File: config.mk
export PLATFORM = sky130hd
export DESIGN_NAME = vga_fb_scanout
export DESIGN_NICKNAME = d
export VERILOG_FILES = /design/src/rtl/vga_fb_scanout.sv
export SDC_FILE = /design/constraint.sdc
export NUM_CORES = 1
export LEC_CHECK = 0
export BUFFER_PORTS_ARGS = -buffer_cell sky130_fd_sc_hd__buf_2
export CAP_MARGIN = 10
export CORE_MARGIN = 2
export CORE_UTILIZATION = 52
export DETAILED_ROUTE_END_ITERATION = 7
export GPL_ROUTABILITY_DRIVEN = 0
export HOLD_SLACK_MARGIN = 0.03
export PLACE_DENSITY = 0.8
export SYNTH_ARGS = -nofsm -noshare
export SYNTH_HDL_FRONTEND = slang
export SYNTH_SLANG_ARGS = --single-unit
File: constraint.sdc
create_clock -name CLOCK_50 -period 3.6 [get_ports CLOCK_50]
set_input_delay 0.9 -clock CLOCK_50 [delete_from_list [all_inputs] [get_ports CLOCK_50]]
set_output_delay 0.9 -clock CLOCK_50 [all_outputs]
set_load 0.05 [all_outputs]
File: src/rtl/vga_fb_scanout.sv
// vga_fb_scanout: 640x480@60 raster scan-out of a 160x120 framebuffer.
// Each stored pixel is replicated 4x4. The block drives the DE-series VGA DAC pins.
// Optional build macro VGA_TEST_PATTERN_EN adds a colour-bar test pattern,
// which is selected at run time by test_sel.
module vga_fb_scanout #(
  parameter int unsigned H_VISIBLE               = 640,
  parameter int unsigned H_FRONT                 = 16,
  parameter int unsigned H_SYNC                  = 96,
  parameter int unsigned H_BACK                  = 48,
  parameter int unsigned V_VISIBLE               = 480,
  parameter int unsigned V_FRONT                 = 10,
  parameter int unsigned V_SYNC                  = 2,
  parameter int unsigned V_BACK                  = 33,
  parameter int unsigned BITS_PER_COLOUR_CHANNEL = 1
) (
  input  logic                                   CLOCK_50,
  input  logic                                   reset,
  output logic [14:0]                            mem_addr,
  output logic                                   mem_rd,
  input  logic [3*BITS_PER_COLOUR_CHANNEL-1:0]   mem_data,
  input  logic                                   test_sel,
  output logic                                   frame_start,
  output logic                                   VGA_CLK,
  output logic                                   VGA_HS,
  output logic                                   VGA_VS,
  output logic                                   VGA_BLANK_N,
  output logic                                   VGA_SYNC_N,
  output logic [9:0]                             VGA_R,
  output logic [9:0]                             VGA_G,
  output logic [9:0]                             VGA_B
);

  localparam int unsigned BPC          = BITS_PER_COLOUR_CHANNEL;
  localparam int unsigned CW           = 3 * BPC;
  localparam int unsigned H_TOTAL      = H_VISIBLE + H_FRONT + H_SYNC + H_BACK;
  localparam int unsigned V_TOTAL      = V_VISIBLE + V_FRONT + V_SYNC + V_BACK;
  localparam int unsigned H_SYNC_START = H_VISIBLE + H_FRONT;
  localparam int unsigned H_SYNC_END   = H_SYNC_START + H_SYNC;
  localparam int unsigned V_SYNC_START = V_VISIBLE + V_FRONT;
  localparam int unsigned V_SYNC_END   = V_SYNC_START + V_SYNC;
  localparam int unsigned REP          = 10 / BPC + 1;

  logic          pix_en;
  logic          first_pix;
  logic [9:0]    h_cnt;
  logic [9:0]    v_cnt;
  logic          h_last;
  logic          v_last;
  logic          visible;
  logic          hs_active;
  logic          vs_active;
  logic [7:0]    x;
  logic [6:0]    y;
  logic          pattern_on;
  logic [CW-1:0] colour;

  // MSB-aligned fill: repeat the channel bits and keep the top 10
  function automatic logic [9:0] expand(input logic [BPC-1:0] ch);
    logic [REP*BPC-1:0] ext;
    ext = {REP{ch}};
    return ext[REP*BPC-1 -: 10];
  endfunction

  // raster decode from the current counter values
  always_comb begin
    h_last    = (h_cnt == 10'(H_TOTAL - 1));
    v_last    = (v_cnt == 10'(V_TOTAL - 1));
    visible   = (h_cnt < 10'(H_VISIBLE)) && (v_cnt < 10'(V_VISIBLE));
    hs_active = (h_cnt >= 10'(H_SYNC_START)) && (h_cnt < 10'(H_SYNC_END));
    vs_active = (v_cnt >= 10'(V_SYNC_START)) && (v_cnt < 10'(V_SYNC_END));
    x         = h_cnt[9:2];
    y         = v_cnt[8:2];
  end

`ifdef VGA_TEST_PATTERN_EN
  assign pattern_on = test_sel;
  assign colour     = pattern_on ? CW'(x[7:5]) : mem_data;
`else
  logic unused_test_sel;
  assign unused_test_sel = test_sel;
  assign pattern_on      = 1'b0;
  assign colour          = mem_data;
`endif

  // framebuffer read request: y*160 + x as y*128 + y*32 + x, parked at 0 off-screen
  always_comb begin
    mem_addr = '0;
    mem_rd   = 1'b0;
    if (visible) begin
      mem_addr = 15'({y, 7'b0}) + 15'({y, 5'b0}) + 15'(x);
      mem_rd   = ~pattern_on;
    end
  end

  assign VGA_SYNC_N = 1'b0;

  // pixel-enable toggle at half rate; VGA_CLK is its registered copy
  always_ff @(posedge CLOCK_50) begin
    if (reset) begin
      pix_en  <= 1'b0;
      VGA_CLK <= 1'b0;
    end else begin
      pix_en  <= ~pix_en;
      VGA_CLK <= pix_en;
    end
  end

  // raster counters and frame_start
  // The first pixel slot after reset holds (0,0) instead of advancing.
  // That slot is treated as entering the frame, so frame_start fires there.
  always_ff @(posedge CLOCK_50) begin
    if (reset) begin
      h_cnt       <= '0;
      v_cnt       <= '0;
      first_pix   <= 1'b1;
      frame_start <= 1'b0;
    end else begin
      frame_start <= 1'b0;
      if (pix_en) begin
        if (first_pix) begin
          first_pix   <= 1'b0;
          frame_start <= 1'b1;
        end else if (h_last) begin
          h_cnt <= '0;
          if (v_last) begin
            v_cnt       <= '0;
            frame_start <= 1'b1;
          end else begin
            v_cnt <= v_cnt + 10'd1;
          end
        end else begin
          h_cnt <= h_cnt + 10'd1;
        end
      end
    end
  end

  // output registers load on pixel edges, one pixel period behind the counters.
  // RAM data for the current counters arrived one clock earlier.
  always_ff @(posedge CLOCK_50) begin
    if (reset) begin
      VGA_HS      <= 1'b1;
      VGA_VS      <= 1'b1;
      VGA_BLANK_N <= 1'b0;
      VGA_R       <= '0;
      VGA_G       <= '0;
      VGA_B       <= '0;
    end else if (pix_en && !first_pix) begin
      VGA_HS      <= ~hs_active;
      VGA_VS      <= ~vs_active;
      VGA_BLANK_N <= visible;
      if (visible) begin
        VGA_R <= expand(colour[2*BPC +: BPC]);
        VGA_G <= expand(colour[BPC +: BPC]);
        VGA_B <= expand(colour[0 +: BPC]);
      end else begin
        VGA_R <= '0;
        VGA_G <= '0;
        VGA_B <= '0;
      end
    end
  end

endmodule

==> metrics.md <==
| Metric | Value |
|---|---|
| Total Routing Usage GR | 18.5% |
| Slew Limit Fails | 0 |
| # rows | 22 |
| Core footprint | 3720 µm² |
| Worst setup path class | flop to output pin |
| Port Buffer Count | 55 |
| # nets final | 299 |
| CP Launch Type | flop |
| Final wirelength | 4060 µm |
| Final TNS setup | 0 ns |
| R2R depth | 6 |
| Clock Skew | 0.00598 ns |
| CP Max Fanout | 3 |
| Routed vias/inst | 5.33 |
| Drt drc | 0 |
| Status | complete, no violations |
| Setup crit end kind | output pin |
| Commonest cells after routing, fill and taps aside | 51 x buf_2, 28 x dfxtp_1, 23 x nor2_1 |
| Max transition margin | 51.2% |
| Bufs and invs on worst path | 2 |
| Worst VDD drop | 234 µV |
| Syn Inst Count | 243 |
| Grt total ovfl | 0 |
| Vias in the first global route | 1,381 |
| Wirelength per Cell | 12.6 µm |
| Antenna violations before repair | 0 |
| Share of cells above drive strength 1 | 32.1% |
| First-pass DRT Iterations | 4 |
| FILL cells | 321 |
| Die area | 4450 µm² |
| FF+latch count, synth | 30 |
| Total Power | 669 µW |
| Hold_buf cts | 0 |
| Die Ht | 66.7 µm |
| R2R Setup Slk | 1.51 ns |
| Commonest non-fill, non-tap cell in the layout | buf_2 |
| CP max stage delay | 0.59 ns |
| Most used DFF post-synth | dfxtp_1 |
| WP data arrival | 2.57 ns |
| CP Launch Point | v_cnt[4]$_SDFFE_PP0P_ |
| Die width | 66.7 µm |
| Top Ports | 58 |
| Clock transition at the registers of the reported paths | 0.06 ns |
| TritonCTS Buffers | 5 |
| Initial Util | 55.0% |
| Leakage | 1.13 nW |
| Top cell family by delay on the critical path | compound AO/OA/AOI/OAI gates |
| Layout area overhead | 14.4% |
| R2r startpoint | h_cnt[1]$_SDFFE_PP0P_ |
| Largest net degree at the start of global routing | 16 |
| Critical path's slowest cell | fa_1 |
| Clk sink count | 30 |
| Hold Fails Final Rpt | 0 |
| Ys async rst share | 0% |
| Achievable clock frequency | 0.288 GHz |
| Crit share post-route | 96.4% |
| Hpwl dp | 2920 µm |
| EDFF count, synth | 0 |
| First-pass GRT wire length | 6210 µm |
| # setup viols final | 0 |
| 1st-iter DRT viols | 68 |
| Crit path time final | 3.47 ns |
| Least-Margin Pin Slew | 0.730 ns |
| Crit path top cell by count | o21a_1 |
| Detail Route Antenna Nets | 0 |
| Crit. path cell count | 9 |
| PD cells | 286 nW/µm² |
| Vias | 1,715 |
| N_diodes | 0 |
| Syn nets | 268 |
| Clock Latency Late Sink | 0.28 ns |
| Max_cap viols | 0 |
| H-Tree Depth | 2 |
| Req. time, crit path | 2.70 ns |
| Worst Hold Class | flop to flop |
| Largest regs | h_cnt: 10 flops, v_cnt: 10 flops |
| Seq/Total Area, Yosys | 29.4% |
| Clock Path Buffers | 2 |
| Worst setup endpoint | mem_addr[14] |
| Cell breakdown of the critical path | inv_1, fa_1, fa_2, nor2b_2, o31a_1, o21a_1, o21a_1, o211a_1, buf_6 |
| Root Buffer Master | clkbuf_8 |
| CTS tree | built |
| Distinct cells, synth | 45 |
| Yosys warns | 0 |
| Avg Cell Area, Syn | 8.41 µm² |
| Post-Syn Area | 2040 µm² |
| Reg-to-reg endpoint | v_cnt[7]$_SDFFE_PP0P_ |
==> metal layers <==
| metal | track usage [%] | vias to the layer above | share of wire, % |
|---|---|---|---|
| li1 | - | 861 | - |
| met1 | 25.4 | 787 | 49 |
| met2 | 27.4 | 60 | 43 |
| met3 | 4.22 | 7 | 5.8 |
| met4 | 8.67 | 0 | 1.8 |
| met5 | 0 | - | 0 |
==> synthesized netlist by cell type (all sizes together) (4+ instances only) <==
cell type	instances	area (µm²)
dfxtp	30	601
buf	31	225
nor2	24	90.1
nand4	8	50.1
xnor2	5	43.8
nand2b	4	25.0
nand2	18	67.6
or2	4	27.5
nand3	5	37.5
nor3	7	35.0
and2	8	51.3
inv	13	48.8
xor2	10	87.6
o21ai	7	35.0
ha	17	213
a21oi	11	55.1
==> how the worst min path moves through the flow <==
stage	from	to	slack, ns	cells past startpoint
floorplan	pix_en$_SDFF_PP0_	pix_en$_SDFF_PP0_	0.46	1
global placement	VGA_BLANK_N$_SDFFE_PP0P_	VGA_BLANK_N$_SDFFE_PP0P_	0.44	2
detailed placement	VGA_BLANK_N$_SDFFE_PP0P_	VGA_BLANK_N$_SDFFE_PP0P_	0.44	2
CTS	VGA_BLANK_N$_SDFFE_PP0P_	VGA_BLANK_N$_SDFFE_PP0P_	0.45	2
global route	VGA_BLANK_N$_SDFFE_PP0P_	VGA_BLANK_N$_SDFFE_PP0P_	0.49	2
finish	VGA_BLANK_N$_SDFFE_PP0P_	VGA_BLANK_N$_SDFFE_PP0P_	0.45	2
==> kinds of logic (layout without fill, tap and decap cells) <==
kind of cell / count (synthesis) / count (layout) / synth area share, %
AOI/OAI and AO/OA: 34 / 34 / 10.6
xor gates and xnor gates: 15 / 15 / 6.43
adders and majority gates: 19 / 19 / 12.4
buffers and inverters: 47 / 78 / 14.0
DFF: 30 / 30 / 29.4
muxes: 2 / 2 / 0.979
other: 1 / 1 / 0.183
and+or+nand+nor: 95 / 95 / 26.1
==> report_power, final <==
| part | internal, mW | switching [mW] |
|---|---|---|
| registers | 0.337 | 0.00530 |
| clock network | 0.129 | 0.120 |
| logic | 0.0154 | 0.0625 |
==> through the flow <==
step | utilization, % | cells | worst slack (ns) | instance area, µm² | hold WS, ns
2_1_floorplan | - | 243 | 0.0397 | 2060 | 0.456
6_report | 63.0 | 322 | 0.131 | 2340 | 0.453
4_1_cts | 61.6 | 322 | -0.00300 | 2290 | 0.453
5_1_grt | 63.0 | 322 | -0.00846 | 2340 | 0.492
3_5_place_dp | 58.7 | 315 | 0.154 | 2180 | 0.444
3_3_place_gp | 58.7 | 315 | 0.191 | 2180 | 0.444
==> area by class of cell <==
type | instances | area [µm²] | area share, %
Clock buffer | 5 | 68.8 | 2.94
Clock inverter | 2 | 10.0 | 0.428
Inverter | 13 | 48.8 | 2.09
Multi-Input combinational cell | 166 | 1230 | 52.6
Sequential cell | 30 | 603 | 25.8
Tap cell | 48 | 60.1 | 2.57
Timing Repair Buffer | 58 | 319 | 13.6
==> worst register-to-register path, cell delays in order, from the launching register on <==
cell and delay, ns:
dfxtp_1 0.38, ha_1 0.25, nand3b_4 0.12, nor4_4 0.64, nand4_1 0.29, mux2i_1 0.18
nor3_1 0.16
==> what timing repair did <==
item | in CTS | in global routing
endpoints found under the setup margin | 4 | 4
pin swaps | 0 | 5
setup buffers | 0 | 0
cloned | 0 | 0
gates resized for setup | 8 | 11
(Power assumes the default switching activity.)
